$ cat src/rtl/uart_cmd_decoder.sv
// +----------------------------------------------------------------------------+
// | uart_cmd_decoder: parses 5-byte host frames into DAC setpoint writes and     |
// | answers each completed frame with a single ACK/NAK byte.                     |
// | Revision: 1.0                                                                |
// +----------------------------------------------------------------------------+
`default_nettype none

module uart_cmd_decoder #(
  parameter int          NUM_CH         = 12,
  parameter int          TIMEOUT_CYCLES = 500000,
  parameter logic [7:0]  ACK_BYTE       = 8'h06,
  parameter logic [7:0]  NAK_BYTE       = 8'h15
) (
  input  logic        clock,
  input  logic        reset,
  input  logic [7:0]  rx_bits,
  input  logic        rx_valid,
  output logic        rx_ready,
  input  logic        rx_error,
  output logic        dac_wr_valid,
  input  logic        dac_wr_ready,
  output logic [3:0]  dac_wr_channel,
  output logic [15:0] dac_wr_code,
  output logic [7:0]  tx_bits,
  output logic        tx_valid,
  input  logic        tx_ready,
  output logic [15:0] frame_err_count
);

  localparam int                 c_cnt_w        = (TIMEOUT_CYCLES > 1) ? $clog2(TIMEOUT_CYCLES) : 1;
  localparam logic [c_cnt_w-1:0] c_timeout_last = c_cnt_w'(TIMEOUT_CYCLES - 1);
  localparam logic [7:0]         c_sof          = 8'hA5;
  localparam logic [3:0]         c_cmd_write    = 4'h1;
  localparam logic [4:0]         c_num_ch       = 5'(NUM_CH);

  typedef enum logic [2:0] {
    ST_IDLE    = 3'd0,
    ST_GET_CMD = 3'd1,
    ST_GET_DH  = 3'd2,
    ST_GET_DL  = 3'd3,
    ST_GET_CHK = 3'd4,
    ST_ISSUE   = 3'd5,
    ST_RESP    = 3'd6
  } state_t;

  state_t               state_q, state_d;
  logic [7:0]           cmd_q, cmd_d;
  logic [7:0]           dh_q, dh_d;
  logic [7:0]           dl_q, dl_d;
  logic [c_cnt_w-1:0]   timeout_q, timeout_d;
  logic                 rx_ready_q, rx_ready_d;
  logic                 dac_wr_valid_q, dac_wr_valid_d;
  logic [3:0]           dac_wr_channel_q, dac_wr_channel_d;
  logic [15:0]          dac_wr_code_q, dac_wr_code_d;
  logic [7:0]           tx_bits_q, tx_bits_d;
  logic                 tx_valid_q, tx_valid_d;
  logic [15:0]          frame_err_count_q, frame_err_count_d;

  logic                 byte_xfer;
  logic                 in_get;
  logic                 frame_ok;
  logic                 err_inc;

  always_comb begin
    state_d          = state_q;
    cmd_d            = cmd_q;
    dh_d             = dh_q;
    dl_d             = dl_q;
    timeout_d        = '0;
    dac_wr_valid_d   = dac_wr_valid_q;
    dac_wr_channel_d = dac_wr_channel_q;
    dac_wr_code_d    = dac_wr_code_q;
    tx_bits_d        = tx_bits_q;
    tx_valid_d       = tx_valid_q;
    err_inc          = 1'b0;

    byte_xfer = rx_valid && rx_ready_q;
    in_get    = (state_q == ST_GET_CMD) || (state_q == ST_GET_DH) ||
                (state_q == ST_GET_DL)  || (state_q == ST_GET_CHK);
    // The checksum byte is judged straight off the bus so the request can go out on the same edge.
    frame_ok  = (rx_bits == (cmd_q ^ dh_q ^ dl_q)) &&
                (cmd_q[7:4] == c_cmd_write) &&
                ({1'b0, cmd_q[3:0]} < c_num_ch);

    if (in_get) begin
      if (rx_error) begin
        state_d = ST_IDLE;
        err_inc = 1'b1;
      end else if (byte_xfer) begin
        case (state_q)
          ST_GET_CMD: begin cmd_d = rx_bits; state_d = ST_GET_DH; end
          ST_GET_DH:  begin dh_d  = rx_bits; state_d = ST_GET_DL; end
          ST_GET_DL:  begin dl_d  = rx_bits; state_d = ST_GET_CHK; end
          default: begin
            if (frame_ok) begin
              dac_wr_valid_d   = 1'b1;
              dac_wr_channel_d = cmd_q[3:0];
              dac_wr_code_d    = {dh_q, dl_q};
              state_d          = ST_ISSUE;
            end else begin
              tx_bits_d  = NAK_BYTE;
              tx_valid_d = 1'b1;
              err_inc    = 1'b1;
              state_d    = ST_RESP;
            end
          end
        endcase
      end else if (timeout_q == c_timeout_last) begin
        state_d = ST_IDLE;
        err_inc = 1'b1;
      end else begin
        timeout_d = timeout_q + 1'b1;
      end
    end else begin
      case (state_q)
        ST_IDLE: begin
          if (byte_xfer && (rx_bits == c_sof)) state_d = ST_GET_CMD;
        end
        ST_ISSUE: begin
          if (dac_wr_ready) begin
            dac_wr_valid_d = 1'b0;
            tx_bits_d      = ACK_BYTE;
            tx_valid_d     = 1'b1;
            state_d        = ST_RESP;
          end
        end
        ST_RESP: begin
          if (tx_ready) begin
            tx_valid_d = 1'b0;
            state_d    = ST_IDLE;
          end
        end
        default: state_d = ST_IDLE;
      endcase
    end

    rx_ready_d        = (state_d != ST_ISSUE) && (state_d != ST_RESP);
    frame_err_count_d = (err_inc && (frame_err_count_q != 16'hFFFF)) ?
                        frame_err_count_q + 16'd1 : frame_err_count_q;
  end

  always_ff @(posedge clock or negedge reset) begin
    if (!reset) begin
      state_q           <= ST_IDLE;
      cmd_q             <= '0;
      dh_q              <= '0;
      dl_q              <= '0;
      timeout_q         <= '0;
      rx_ready_q        <= 1'b1;
      dac_wr_valid_q    <= 1'b0;
      dac_wr_channel_q  <= '0;
      dac_wr_code_q     <= '0;
      tx_bits_q         <= '0;
      tx_valid_q        <= 1'b0;
      frame_err_count_q <= '0;
    end else begin
      state_q           <= state_d;
      cmd_q             <= cmd_d;
      dh_q              <= dh_d;
      dl_q              <= dl_d;
      timeout_q         <= timeout_d;
      rx_ready_q        <= rx_ready_d;
      dac_wr_valid_q    <= dac_wr_valid_d;
      dac_wr_channel_q  <= dac_wr_channel_d;
      dac_wr_code_q     <= dac_wr_code_d;
      tx_bits_q         <= tx_bits_d;
      tx_valid_q        <= tx_valid_d;
      frame_err_count_q <= frame_err_count_d;
    end
  end

  assign rx_ready        = rx_ready_q;
  assign dac_wr_valid    = dac_wr_valid_q;
  assign dac_wr_channel  = dac_wr_channel_q;
  assign dac_wr_code     = dac_wr_code_q;
  assign tx_bits         = tx_bits_q;
  assign tx_valid        = tx_valid_q;
  assign frame_err_count = frame_err_count_q;

endmodule

`default_nettype wire

$ cat config.mk
export PLATFORM = sky130hd
export DESIGN_NAME = uart_cmd_decoder
export DESIGN_NICKNAME = d
export VERILOG_FILES = /design/src/rtl/uart_cmd_decoder.sv
export SDC_FILE = /design/constraint.sdc
export NUM_CORES = 1
export LEC_CHECK = 0
export CAP_MARGIN = 10
export CORE_ASPECT_RATIO = 1.1
export CORE_MARGIN = 5
export CORE_UTILIZATION = 45
export DETAILED_ROUTE_END_ITERATION = 10
export HOLD_SLACK_MARGIN = 0.06
export MAX_ROUTING_LAYER = met4
export PLACE_DENSITY = 0.66
export SYNTH_ARGS = -nofsm -noshare
export SYNTH_HDL_FRONTEND = slang
export SYNTH_SLANG_ARGS = --single-unit
$ cat constraint.sdc
create_clock -name clock -period 2.85 [get_ports clock]
set_clock_uncertainty 0.15 [all_clocks]
set_input_delay 0.57 -clock clock [delete_from_list [all_inputs] [get_ports clock]]
set_output_delay 0.57 -clock clock [all_outputs]
set_load 0.1 [all_outputs]
==> impl_metrics.csv <==
group,metric,value,unit
pwr,pwr-share-clk,37.9,%
layout,nFillCells,801,
setup_path,crit_required,2.93,ns
timing,worst_pin_slew,0.508,ns
synthesis,synth_cells,374,
routing,wl,8890,µm
synthesis,synth_top_cell_area_share,51.0,%
pwr,vdd_drop_max,0.313,mV
setup_path,reg2reg_from,"timeout_q[12]$_DFF_PN0_",
synthesis,synth_mux_area_share,12.2,%
layout,nNetsFinal,475,
timing,hold_slack,0.332,ns
hold_path,hold_path_class,"reg2reg",
floorplanning,rows,37,
routing,drc,0,
synthesis,synth_top_family_by_area,"simple AND/OR/NAND/NOR gates",
floorplanning,die-area,0.0115,mm²
timing,fin_crit,2.76,ns
floorplanning,die_w,103,µm
cts,htree_levels,3,
layout,antenna_cells,0,
synthesis,ys_types,54,
setup_path,cp.arrival,2.85,ns
routing,dr.pass1.iters,4,
pwr,p_int,1.77,mW
placement,dp_worst_setup_slack,-0.350,ns
synthesis,yosysWarnings,0,
floorplanning,fp.dieH,112,µm
timing,period_share,97.0,%
synthesis,synth_compound_area_share,5.30,%
cts,cts.sink_count,88,
synthesis,synth-simple-area-share,16.7,%
timing,rsz0062_at_grt,"false",
timing,final-max-slew-violation-count,0,
synthesis,avgSynthCellArea,11.4,µm²
routing,drtIter0Drc,94,
global_route,grt.total_usage,17.4,%
synthesis,synth_top_cell_by_area,"dfrtp_1",
routing,viasPerCell,5.15,
pwr,total_power,2.43,mW
timing,relSlewSlack,66.2,%
floorplanning,core_area,0.00931,mm²
routing,wl_per_cell,15.3,µm
flow_run,cap_viol_max_count,0,
synthesis,synth_edf_count,0,
placement,portBuffers,56,
synthesis,ys_seq_area_share,51.6,%
cts,clk_pin_slew_worst_paths,0.09,ns
timing,finalHoldViolCount,0,
routing,via_count,2994,
floorplanning,start_util,45.9,%
layout,syn_to_final_growth,24.0,%
pwr,swShare,27.4,%
synthesis,synth-main-ff-cell,"dfrtp_1",
placement,hpwlAfterDp,6330,µm
cts,clk_path_buf_depth,2,
setup_path,cp_max_fo,5,
run_status,outcome,"finished, final reports clean",
hold_path,min_from,"tx_bits[2]$_DFFE_PN0P_",
synthesis,synth_xor_area_share,11.1,%
pwr,p_sw,666,µW
floorplanning,ios,61,
cts,cts_buffers,9,
timing,setup_tns,0,ns
global_route,grt_pass1_vias,3176,
pwr,power.density,459,mW/mm²
timing,finalSetupViolCount,0,
synthesis,synthTopCellsByArea,"dfrtp_1 (51%), mux2_2 (12%), xor2_1 (6.8%)",
cts,clk_latency,0.36,ns
global_route,grt_pass1_wl,15400,µm
setup_path,start_kind,"input pin",
global_route,grt_overflow,0,
cts,cts_tree,"yes",
cts,cts-root-buf,"clkbuf_8",
synthesis,syn-cell-area,0.00427,mm²
timing,finalWorstSetupSlack,0.0862,ns
pwr,p_leak,2.57,nW
placement,gp_congestion,0.774,
pwr,pwr-share-seq,52.5,%
synthesis,ys_seq_elements,88,
synthesis,async_flop_share,100,%
timing,max_freq,0.362,GHz
setup_path,worstSetupPathType,"in2reg",
pwr,pwr-share-comb,9.7,%
setup_path,crit_start,"rx_bits[1]",
setup_path,critPathCaptureType,"register",
global_route,grt_max_degree,53,
layout,drive_gt1_share,32.5,%
synthesis,yosys.area_share.adder,0.586,%
global_route,antenna_found_initial,0,
routing,ant_nets,0,
## power groups by stage
| stage | Combinational [mW] | Sequential, mW | Clock, mW |
|---|---|---|---|
| 2_1_floorplan | 0.0854 | 1.35 | 0 |
| 5_1_grt | 0.254 | 1.28 | 1.01 |
| 3_3_place_gp | 0.233 | 1.30 | 0 |
| 6_report | 0.235 | 1.28 | 0.921 |
| 3_5_place_dp | 0.235 | 1.30 | 0 |
| 4_1_cts | 0.237 | 1.28 | 0.951 |
## final cells by class
type	instances	area (µm²)	share of cell area [%]
clock buffer	9	124	2.34
clock inverter	7	83.8	1.58
inverter	4	15.0	0.283
multi-input combinational	270	1990	37.5
sequential	88	2200	41.6
tap	117	146	2.76
timing repair buffer	86	738	13.9
## cell families (layout without fill, tap and decap cells)
kind of cell / after synthesis / after routing
and+or+nand+nor: 134 / 134
DFF: 88 / 88
xor gates and xnor gates: 54 / 54
muxes: 46 / 46
AOI/OAI and AO/OA: 30 / 30
buffers and inverters: 19 / 106
adders and majority gates: 2 / 2
other: 1 / 4
## worst max-delay path: stages
cell             delay, ns
clkdlybuf4s50_1       0.43
xnor2_1               0.20
xnor2_1               0.14
or4b_4                0.52
o311a_4               0.34
o21ai_4               0.28
buf_12                0.15
nor3_1                0.06
xor2_1                0.15
## flip-flops by register name, indices dropped and copies added, names as in the netlist
register         cells
dh_q                 8
frame_err_count     16
dl_q                 8
dac_wr_code         16
dac_wr_valid         1
tx_bits              3
state_q              3
rx_ready             1
cmd_q                8
tx_valid             1
timeout_q           19
dac_wr_channel       4
## synth_stat cells, types with 2 or more instances
cell / count
dfrtp_1: 87
a21oi_1: 4
or3_1: 5
o31ai_1: 2
nor3_1: 11
mux2_2: 45
nand4_1: 4
nor4_1: 6
nor4b_1: 2
and3_1: 2
o21ai_0: 10
xnor2_1: 21
nand2b_1: 5
nand2_1: 36
nand3_1: 13
buf_2: 2
or4_1: 4
clkbuf_1: 6
ha_1: 2
nor2_1: 32
buf_6: 2
xor2_1: 33
buf_4: 5
and2_1: 2
inv_1: 4
## metal layers
layer / global-route usage, % / share of wire (%)
met5: - / 0
met4: 4.40 / 0.93
met3: 4.72 / 2.9
met2: 26.9 / 50
met1: 22.7 / 46
## metrics by stage
stage	utilization [%]	cells	area, µm²
after detailed placement	54.0	561	5020
after global placement	54.0	561	5020
after floorplan	-	377	4280
after CTS	56.3	578	5240
final	56.9	581	5300
after global routing	56.9	581	5300
## worst paths after layout
kind                                                        end  slack (ns)  cells past startpoint
worst min register to register           tx_bits[2]$_DFFE_PN0P_        0.33                      1
max in group asynchronous                    rx_ready$_DFF_PN1_        1.32                      3
worst max register to register  frame_err_count[11]$_DFFE_PN0P_        0.17                      8
worst max-delay path            frame_err_count[11]$_DFFE_PN0P_        0.09                      9
min in group asynchronous               timeout_q[15]$_DFF_PN0_        0.56                      2
worst min-delay path                     tx_bits[2]$_DFFE_PN0P_        0.33                      1
## cells in the final DEF (no fill, tap or decap), types with 5 or more instances in the layout
cell	Yosys	final
or3_1	5	5
xor2_1	33	32
nand3_1	13	13
xnor2_1	21	21
o21ai_0	10	10
mux2_2	45	45
nand2_1	36	36
nand2b_1	5	5
nor2_1	32	32
dfrtp_1	87	87
nor4_1	6	5
clkbuf_8	0	9
nor3_1	11	11
buf_4	5	69
clkdlybuf4s50_1	0	10
## repair_timing
item | in CTS | in global routing
setup buffers | 0 | 2
hold buffers | 1 | 0
setup endpoints to repair | 0 | 8
endpoints found under the hold margin | 36 | 0
resized for setup | 0 | 4
(Power assumes the default switching activity.)
==> patch: new RTL, same flow settings <==
The 7 states of `state_t` get a one-hot encoding in 7 bits.
--- a/src/rtl/uart_cmd_decoder.sv
+++ b/src/rtl/uart_cmd_decoder.sv
@@ -33,14 +33,14 @@
   localparam logic [3:0]         c_cmd_write    = 4'h1;
   localparam logic [4:0]         c_num_ch       = 5'(NUM_CH);
 
-  typedef enum logic [2:0] {
-    ST_IDLE    = 3'd0,
-    ST_GET_CMD = 3'd1,
-    ST_GET_DH  = 3'd2,
-    ST_GET_DL  = 3'd3,
-    ST_GET_CHK = 3'd4,
-    ST_ISSUE   = 3'd5,
-    ST_RESP    = 3'd6
+  typedef enum logic [6:0] {
+    ST_IDLE    = 7'b0000001,
+    ST_GET_CMD = 7'b0000010,
+    ST_GET_DH  = 7'b0000100,
+    ST_GET_DL  = 7'b0001000,
+    ST_GET_CHK = 7'b0010000,
+    ST_ISSUE   = 7'b0100000,
+    ST_RESP    = 7'b1000000
   } state_t;
 
   state_t               state_q, state_d;
Function: same outputs for any inputs over 4 cycles, from zero or initial values and one cycle with reset low; so few cycles prove little.
==> patch against the unedited design <==
- total power rose by 3.0%
- final area rose by 2.4%
- die area rose by 4.4%
- largest cell class unchanged
- hold slack got worse by 0.25 ns
- wire length rose by 3.4%
- area after synthesis rose by 4.9%
- count of clock-buffer cells in the layout rose by 2
- highest routed layer unchanged
- global-route usage fell by 0.68 points
- sequential cell count rose by 4
- setup slack improved by 0.036 ns
- first-iteration DRC count rose by 5.3%
==> patch: results (changes against the unedited design) <==
* Post-Route WL at 9190 µm (was 8890 µm)
* Unique cell type count in the Yosys netlist at 56 (was 54)
* CP max stage delay at 0.57 ns (was 0.52 ns)
* Final hold slack at 0.0846 ns (was 0.332 ns)
* GPL Wtd Cong at 0.923 (was 0.774)
* Share of cells above drive strength 1 at 31.7% (was 32.5%)
* Max capacitance violation total at 0 (unchanged)
* Cells after Synth at 385 (was 374)
* Post-DP HPWL at 6880 µm (was 6330 µm)
* Clock sinks at 92 (was 88)
* First-pass DRT Iterations at 4 (unchanged)
* VDD IR max at 0.296 mV (was 0.313 mV)
* R2r startpoint: timeout_q[14] (was timeout_q[12])
* Status: complete, no violations (unchanged)
* Largest Register: timeout_q (unchanged)
* Post-Syn Area at 0.00448 mm² (was 0.00427 mm²)
* Worst Tran Pin Value at 0.647 ns (was 0.508 ns)
* First-pass GRT wire length at 15700 µm (was 15400 µm)
* Critical path class: reg2reg (was in2reg)
* Cell family with most CP delay: simple AND/OR/NAND/NOR gates (was compound AO/OA/AOI/OAI gates)
* Initial DRC Count at 99 (was 94)
* Count of plain and timing-repair buffers at 80 (was 86)
* Place WS at -0.0940 ns (was -0.350 ns)
* Leak at 0.00256 µW (was 0.00257 µW)
* Critical path endpoint: frame_err_count[4] (was frame_err_count[11])
* Via-per-instance ratio at 5.23 (was 5.15)
* R2R Setup Slk at 0.12 ns (was 0.17 ns)
* Vias in the first global route at 3186 (was 3176)
* # clk buffers at 11 (was 9)
* Reg-to-reg endpoint: frame_err_count[4] (was frame_err_count[11])
* Cell total after placement at 574 (was 561)
* Dpl cell area at 0.00521 mm² (was 0.00502 mm²)
* Worst-path maximum fanout at 7 (was 5)
* Fillers at 831 (was 801)
* Total GRT Usage at 16.7% (was 17.4%)
* Multi-input combinational cell count at 278 (was 270)
* Layout Nets at 481 (was 475)
* Most instantiated cells after synthesis: dfrtp_1 (90), mux2_2 (47), xor2_1 (32) (was dfrtp_1 (87), mux2_2 (45), nand2_1 (36))
* HP Class: in2async (was reg2reg)
* Layout non-clock buf frac at 11.9% (was 13.9%)
* Largest net degree at the start of global routing at 50 (was 53)
* Final Instance Area at 0.00542 mm² (was 0.00530 mm²)
* DR WL/cell at 15.6 µm (was 15.3 µm)
* Seq/Total Area, Yosys at 51.4% (was 51.6%)
* Top cells by area, synth: dfrtp_1 (50%), mux2_2 (12%), xor2_1 (6.3%), xnor2_1 (4.1%), nor2_1 (2.6%) (was dfrtp_1 (51%), mux2_2 (12%), xor2_1 (6.8%), xnor2_1 (4.3%), nand2_1 (3.2%))
* Area occupied by multi-input gates at 0.00209 mm² (was 0.00199 mm²)
* WP data arrival at 2.86 ns (was 2.85 ns)
* Reg area at 0.00231 mm² (was 0.00220 mm²)
[patch: kinds of logic (layout without fill, tap and decap cells)]
family / Yosys count / in the layout / share of synthesized area, %
compound gates: 26 / 26 / 4.05
xor+xnor: 53 / 53 / 10.4
fa+ha+maj: 2 / 2 / 0.558
buf+inv: 18 / 100 / 2.12
flops: 92 / 92 / 51.4
mux: 47 / 47 / 11.8
other cells: 1 / 4 / 0.0837
simple gates: 146 / 146 / 19.6
[patch: layer usage]
layer  vias to the layer above  wire [µm]  GRT usage, %
li1                       1505          -             -
met4                         0         55          4.69
met5                         -          0             -
met1                      1519       4190          20.8
met3                         6        318          3.44
met2                        57       4620          27.8
[patch: where the power goes]
part | total [µW] | switching [µW] | internal, µW | leakage (µW)
logic | 220 | 158 | 61.5 | 0.00120
registers | 1340 | 17.7 | 1320 | 0.00125
clock network | 951 | 451 | 500 | 0.000104
total | 2510 | 627 | 1880 | 0.00256
